--- src/rtl/pwm_pkg.sv ---
// Shared constants for the PWM block: default counter width and the
// encoding of the count-direction input.
package pwm_pkg;

    localparam int   DEFAULT_WIDTH = 16;

    localparam logic DIR_UP   = 1'b1;
    localparam logic DIR_DOWN = 1'b0;

endpackage

--- src/rtl/pwm_counter.sv ---
// Up/down auto-reload counter. Exposes its next-state value so the parent can
// register a compare result on the same edge the count itself advances.
module pwm_counter
    import pwm_pkg::*;
#(
    parameter int WIDTH = DEFAULT_WIDTH
) (
    input  logic             clk,
    input  logic             rst,
    input  logic             dir_i,
    input  logic [WIDTH-1:0] arr_i,
    output logic [WIDTH-1:0] cnt_d_o
);

    localparam logic [WIDTH-1:0] ZERO = '0;
    localparam logic [WIDTH-1:0] ONE  = WIDTH'(1);

    logic [WIDTH-1:0] cnt_q;
    logic [WIDTH-1:0] cnt_d;

    // Increment only below ARR and decrement only above zero, so the
    // arithmetic can never wrap; an out-of-range count reloads instead.
    always_comb begin
        cnt_d = cnt_q;
        if (dir_i == DIR_UP) begin
            if (cnt_q >= arr_i) begin
                cnt_d = ZERO;
            end else begin
                cnt_d = cnt_q + ONE;
            end
        end else begin
            if ((cnt_q == ZERO) || (cnt_q > arr_i)) begin
                cnt_d = arr_i;
            end else begin
                cnt_d = cnt_q - ONE;
            end
        end
    end

    always_ff @(posedge clk or posedge rst) begin
        if (rst) begin
            cnt_q <= ZERO;
        end else begin
            cnt_q <= cnt_d;
        end
    end

    assign cnt_d_o = cnt_d;

endmodule

--- src/rtl/pwm.sv ---
// Edge-aligned PWM generator: ARR sets the period, CCR sets the duty, and dir
// selects counting up (high at the start of the period) or down.
module pwm
    import pwm_pkg::*;
#(
    parameter int WIDTH = DEFAULT_WIDTH
) (
    input  logic             clk,
    input  logic             rst,
    input  logic             dir,
    input  logic [WIDTH-1:0] ARR,
    input  logic [WIDTH-1:0] CCR,
    output logic             wave
);

    logic [WIDTH-1:0] cnt_d;
    logic             wave_q;
    logic             wave_d;

    pwm_counter #(
        .WIDTH (WIDTH)
    ) u_counter (
        .clk     (clk),
        .rst     (rst),
        .dir_i   (dir),
        .arr_i   (ARR),
        .cnt_d_o (cnt_d)
    );

    // Compare against the upcoming count so wave lines up with the count
    // value it is registered alongside.
    always_comb begin
        wave_d = 1'b0;
        if (dir == DIR_UP) begin
            wave_d = (cnt_d <= CCR);
        end else begin
            wave_d = (cnt_d >= CCR);
        end
    end

    always_ff @(posedge clk or posedge rst) begin
        if (rst) begin
            wave_q <= 1'b0;
        end else begin
            wave_q <= wave_d;
        end
    end

    assign wave = wave_q;

endmodule

--- config.mk ---
export PLATFORM = sky130hd
export DESIGN_NAME = pwm
export DESIGN_NICKNAME = d
export VERILOG_FILES = /design/src/rtl/pwm_pkg.sv /design/src/rtl/pwm_counter.sv /design/src/rtl/pwm.sv
export SDC_FILE = /design/constraint.sdc
export NUM_CORES = 1
export LEC_CHECK = 0
export CAP_MARGIN = 10
export CELL_PAD_IN_SITES_DETAIL_PLACEMENT = 1
export CELL_PAD_IN_SITES_GLOBAL_PLACEMENT = 2
export CORE_MARGIN = 8
export CORE_UTILIZATION = 29
export CTS_CLUSTER_DIAMETER = 50
export CTS_CLUSTER_SIZE = 30
export DETAILED_ROUTE_END_ITERATION = 7
export PLACE_DENSITY = 0.81
export SYNTH_ARGS = -nofsm -noshare
export SYNTH_HDL_FRONTEND = slang
export SYNTH_SLANG_ARGS = --single-unit
--- constraint.sdc ---
create_clock -name clk -period 3.2 [get_ports clk]
set_input_delay 0.96 -clock clk [delete_from_list [all_inputs] [get_ports clk]]
set_output_delay 0.96 -clock clk [all_outputs]
set_load 0.01 [all_outputs]
Word-level counts from Yosys, hierarchy flattened --
Index checks and enable logic that the tools add are counted.
Word-level totals: register bits after elaboration 17, bits of input ports 35, output and inout port bits 1, logic and storage cells 14
Cells by class: $add $sub $neg 2, order comparisons 4, multiplexer cells 4, reduce and logical (&&, ||, !) cells 2
Operators with widths (count):
- $mux W16 | 3
- $ge A16 B16 Y1 | 2
- $add A16 B1 Y16 const B | 1
- $gt A16 B16 Y1 | 1
- $le A16 B16 Y1 | 1
- $logic_not A16 Y1 | 1
- $sub A16 B1 Y16 const B | 1
- $logic_or A1 B1 Y1 | 1
- $mux W1 | 1

Longest topological paths before layout --
Gate-level depths: netlist of the first run.
depth in word-level cells 6, gate-level depth with buffers 18, depth with buffers taken out 15

Modules after synthesis --
Synthesis of the first run repeated with hierarchy kept, for this count alone.
Unflattened totals: cell total of the unflattened synthesis 284, area, all modules 2259.7 um^2
By module, submodules not included:
- pwm_counter | times used 1, cells each 222, area an instance 1805.5 um^2, sequential area each 400.4 um^2
- pwm | times used 1, cells each 62, area an instance 454.2 um^2, sequential area each 25.0 um^2

Worst setup path before layout of the first run --
No wires, ideal clock.
path kind input -> register, from input port ARR[13], to register wave_q, in the netlist wave, data arrival time 3.909 ns, required time 3.121 ns, slack -0.788 ns, stages on the path 17, buffers on the path 2, path through inv_1 > ha_1 > a21oi_1 > nor2_1 > a211oi_1 > nand4_1 > or3b_2 > buf_2 > buf_6 > o22ai_1 > ha_1 > a21o_1 > a21o_1 > a21oi_1 > nor4_1 > nor3_1 > mux2i_1
Between the ends: longest elaborated chain between the ends 6, elaborated cells on any way between the ends 9
Ends and longest elaborated chain:
- start, declared | RTL line pwm.sv:11 | input logic [WIDTH-1:0] ARR,
- $gt A16 B16 Y1 | RTL line pwm_counter.sv:32 | if ((cnt_q == ZERO) || (cnt_q > arr_i)) begin
- $logic_or A1 B1 Y1 | RTL line pwm_counter.sv:32
- $mux W16 | RTL line pwm_counter.sv:32
- $mux W16 (*) | RTL line pwm_counter.sv:25 | if (dir_i == DIR_UP) begin
- net cnt_d[5] | RTL line pwm.sv:16 | logic [WIDTH-1:0] cnt_d;
- $ge A16 B16 Y1 / $le A16 B16 Y1 (equally long branches) | RTL line pwm.sv:37, pwm.sv:35
- $mux W1 (*) | RTL line pwm.sv:34 | if (dir == DIR_UP) begin
- net wave_d | RTL line pwm.sv:18 | logic wave_d;
- end signal, assigned | RTL line pwm.sv:45 | wave_q <= wave_d;
- end, declared | RTL line pwm.sv:17 | logic wave_q;
The timed path passes the listed nets; every way through them passes the cells marked *.

Worst setup path after layout of the first run --
from input port ARR[10], to register wave_q, in the netlist wave
The elaborated chain is that of the path after synthesis.

==> Implementation_results.wiki, run 1 <==
{| class="wikitable"
! Metric !! Value
|-
| Post-detailed-route DRC marker count || 0
|-
| Sink count of the clock tree || 17
|-
| Min cycle time layout || roughly 4 ns
|-
| Count of different cell masters after synthesis || slightly below 50
|-
| Number of buffers between clock root and the deepest sink || 2
|-
| Warnings, synthesis || 0
|-
| CTS tree || done
|-
| Share of cells above drive strength 1 || 0.432
|-
| Psw || roughly 1400 uW
|-
| HPWL after detailed placement || roughly 6500 um
|-
| Pre-antenna DRT Iters || 4
|-
| Highest clock frequency the design can meet || around 0.24 GHz
|-
| Overall via count from detail_route || between 2000 and 3000
|-
| Synthesized instance count || approximately 280
|-
| Setup repair after global routing missed its margin || yes
|-
| Leakage power total || between 0.0015 and 0.002 uW
|-
| Average wire per cell in the routed design || about 18 um
|-
| Clock network fraction of total power || 0.060
|-
| Post-route insts no fill || 486
|-
| Part of the cycle the worst path needs || 1.28
|-
| Post-synthesis to final-layout area growth || 63.8%
|-
| Power density of the placed cells || 830 nW/um^2
|-
| Critical Path Slowest Stage Cell || sky130_fd_sc_hd__or3b_4
|-
| Post-synth ARST share || 1.00
|-
| Total inserted antenna cells || 0
|-
| Internal power summed over all cells || between 1500 and 2000 uW
|-
| Violations in the final reports || negative setup slack
|-
| Pin count of the biggest net entering global routing || 21
|-
| Crit path DAT || between 4 and 5 ns
|-
| Max Transition Viols Final || 0
|-
| Insertion delay to the later sink of the worst-skew pair || around 0.27 ns
|-
| Count of state elements after synthesis || 17
|-
| Tightest slew margin relative to the limit || 0.460
|-
| Post-DRT Antenna Nets || 0
|-
| Setup violations, final || 1
|-
| Total of max-cap violations || 0
|-
| Classification of the worst-slack hold path || flop to flop
|-
| Cell type with the highest aggregate area in the netlist || sky130_fd_sc_hd__dfrtp_1
|-
| Critical path capture point type || flop
|-
| Startpoint class of the critical path || input port
|-
| Top cells by area, synth || sky130_fd_sc_hd__dfrtp_1, sky130_fd_sc_hd__ha_1, sky130_fd_sc_hd__inv_1
|-
| Max Fanout on Critical Path || 6
|-
| Sum of routed wire length over all layers || roughly 8600 um
|-
| Count of port buffers added during placement || 35
|-
| Minimum setup slack in the final design || -0.885 ns
|-
| Sequential Power Share || 0.136
|-
| Min Hold Slack || roughly 0.68 ns
|-
| Layout Skew || around 0.0047 ns
|-
| Dominant synthesized flop cell || sky130_fd_sc_hd__dfrtp_1
|-
| Longest individual stage delay on the worst path || ~0.50 ns
|-
| Number of top-level pins || 36
|-
| Final Instance Area || 3700 um^2
|-
| First-pass GRT wire length || roughly 14000 um
|-
| Relative contribution of combinational cells to total power || 0.804
|-
| Post-Place Cell Area || approximately 3300 um^2
|-
| Total number of H-tree levels || 1
|-
| Tightest Pin Transition || 0.809 ns
|-
| Floorplan die area || around 11000 um^2
|-
| Global router's overall resource usage || 0.161
|-
| Util after Layout || 0.484
|-
| Post-synth net total || ~350
|-
| Horizontal die dimension || between 100 and 150 um
|-
| Post-synthesis cell area || about 2300 um^2
|-
| Die Y || 104 um
|-
| DP Cell Count || between 400 and 500
|-
| Drt initial violations || 110
|-
| Clk pin slew, worst setup/hold paths || ~0.08 ns
|-
| Final layout net count || approximately 450
|-
| Mean cell area of the mapped netlist || 8.11 um^2
|-
| Root Buffer Master || sky130_fd_sc_hd__clkbuf_8
|-
| Leftover overflow at the end of global routing || 0
|-
| Synth top cells by count || sky130_fd_sc_hd__inv_1, sky130_fd_sc_hd__ha_1, sky130_fd_sc_hd__a21oi_1
|-
| Sw frac || 0.463
|-
| Ordered list of cells on the worst path || buf_4, inv_8, ha_4, nand4_1, buf_4, nor4_4, a21bo_2, nand4_1, or3b_4, buf_12, buf_4, o22ai_2, ha_1, nand4_1, or4_4, a21oi_2, nor3_2, mux2i_1
|-
| Starting density of the core || 0.296
|-
| Hold bufs inserted after CTS || 0
|-
| Result of the run || finished, violations left
|-
| Critical Setup Path Class || input port to flop
|-
| Cell row count || 32
|-
| Global placer's final weighted congestion || ~0.83
|-
| Register area share after synthesis || 0.188
|-
| Top cell type's share of synthesized area || 0.188
|-
| Most frequent cell after synthesis || sky130_fd_sc_hd__inv_1
|-
| Antenna violations before repair || 0
|-
| Area inside the core boundary || 7650 um^2
|-
| Drt via density || a little over 5
|-
| Crit path required time || 3.39 ns
|-
| Final Hold Viols || 0
|-
| Number of buffers created by CTS || 3
|-
| Number of enable flip-flop cells after synthesis || 0
|-
| Number of global-route vias before repair || between 2000 and 3000
|-
| Worst IR Drop VDD || ~250 uV
|}
[worst max-delay path, delay by kind of cell]
kind / cells / cell delay, ns
compound gates: 3 / 0.62
fa+ha+maj: 2 / 0.39
buf+inv: 5 / 0.64
mux: 1 / 0.17
simple gates: 7 / 1.49
[cells in the final DEF (no fill, tap or decap), types with 8 or more instances in the layout]
cell type                         count
sky130_fd_sc_hd__buf_4               75
sky130_fd_sc_hd__nand4_1              8
sky130_fd_sc_hd__dfrtp_1             17
sky130_fd_sc_hd__nor2_1              18
sky130_fd_sc_hd__ha_1                22
sky130_fd_sc_hd__xor2_1              14
sky130_fd_sc_hd__xnor2_1             12
sky130_fd_sc_hd__nand3_1             10
sky130_fd_sc_hd__ha_4                12
sky130_fd_sc_hd__clkdlybuf4s50_1     19
sky130_fd_sc_hd__nand2_1             10
sky130_fd_sc_hd__inv_1               27
sky130_fd_sc_hd__a21oi_1             17
[per-stage QoR]
stage               setup WS [ns]  total power (uW)  setup TNS (ns)
finish                     -0.885              3070          -0.885
global route                -1.02              3320           -1.02
CTS                        -0.819              3000          -0.819
detailed placement          -1.83              2480          -10.14
global placement            -1.62              2410           -7.00
floorplan                  -0.645              1660          -0.645
[cells by family after synthesis]
family / after synthesis / share of synthesized area
muxes: 1 / 0.00442
xor gates and xnor gates: 27 / 0.108
AOI/OAI and AO/OA: 64 / 0.196
and+or+nand+nor: 85 / 0.221
adders and majority gates: 34 / 0.188
DFF: 17 / 0.188
buffers and inverters: 51 / 0.0946
[path summary, 6_finish.rpt]
kind | slack [ns] | from | to | cells after the start
min reg2reg | 0.68 | u_counter.cnt_q[0]$_DFF_PP0_ | u_counter.cnt_q[0]$_DFF_PP0_ | 2
max in group asynchronous | 1.55 | rst | u_counter.cnt_q[15]$_DFF_PP0_ | 2
max reg2reg | -0.51 | u_counter.cnt_q[9]$_DFF_PP0_ | wave$_DFF_PP0_ | 16
max | -0.88 | ARR[10] | wave$_DFF_PP0_ | 18
min | 0.68 | u_counter.cnt_q[0]$_DFF_PP0_ | u_counter.cnt_q[0]$_DFF_PP0_ | 2
min in group asynchronous | 1.14 | rst | u_counter.cnt_q[6]$_DFF_PP0_ | 2
[layer usage]
metal	up-vias	part of all wire	global-route usage
met5	-	0	0
met4	0	0.025	0.0548
met3	16	0.014	0.0112
met2	47	0.52	0.294
met1	1248	0.44	0.193
li1	1207	-	-
[flip-flops by register name (all words and copies together), names as in the netlist]
register and flops:
u_counter.cnt_q 16, wave 1
[cell type report]
class	count	area, um^2
flip-flops and latches	17	425
fillers	888	3940
clock buffers	4	45.0
repair buffers	115	978
multi-input cells	211	1970
inverters	37	161
well taps	102	128
[power by group through the flow]
stage	registers, uW	logic [uW]	clock network (uW)
after floorplan	453	1200	0
after global placement	392	2020	0
after detailed placement	397	2080	0
after CTS	414	2400	186
after global routing	428	2700	189
final	417	2470	184
[what timing repair did]
action / CTS / global route
setup buffers: 11 / 2
setup endpoints to repair: 17 / 1
pin swaps: 37 / 2
cloned: 1 / 0
gates resized for setup: 115 / 5
(Power assumes the default switching activity.)
==> inputs of run 2 (changes only) <==
--- a/config.mk
+++ b/config.mk
@@ -5,7 +5,6 @@
 export SDC_FILE = /design/constraint.sdc
 export NUM_CORES = 1
 export LEC_CHECK = 0
-export CAP_MARGIN = 10
 export CELL_PAD_IN_SITES_DETAIL_PLACEMENT = 1
 export CELL_PAD_IN_SITES_GLOBAL_PLACEMENT = 2
 export CORE_MARGIN = 8
==> results of run 2 <==
Final layout, timing and power as in run 1 (identical DEF).
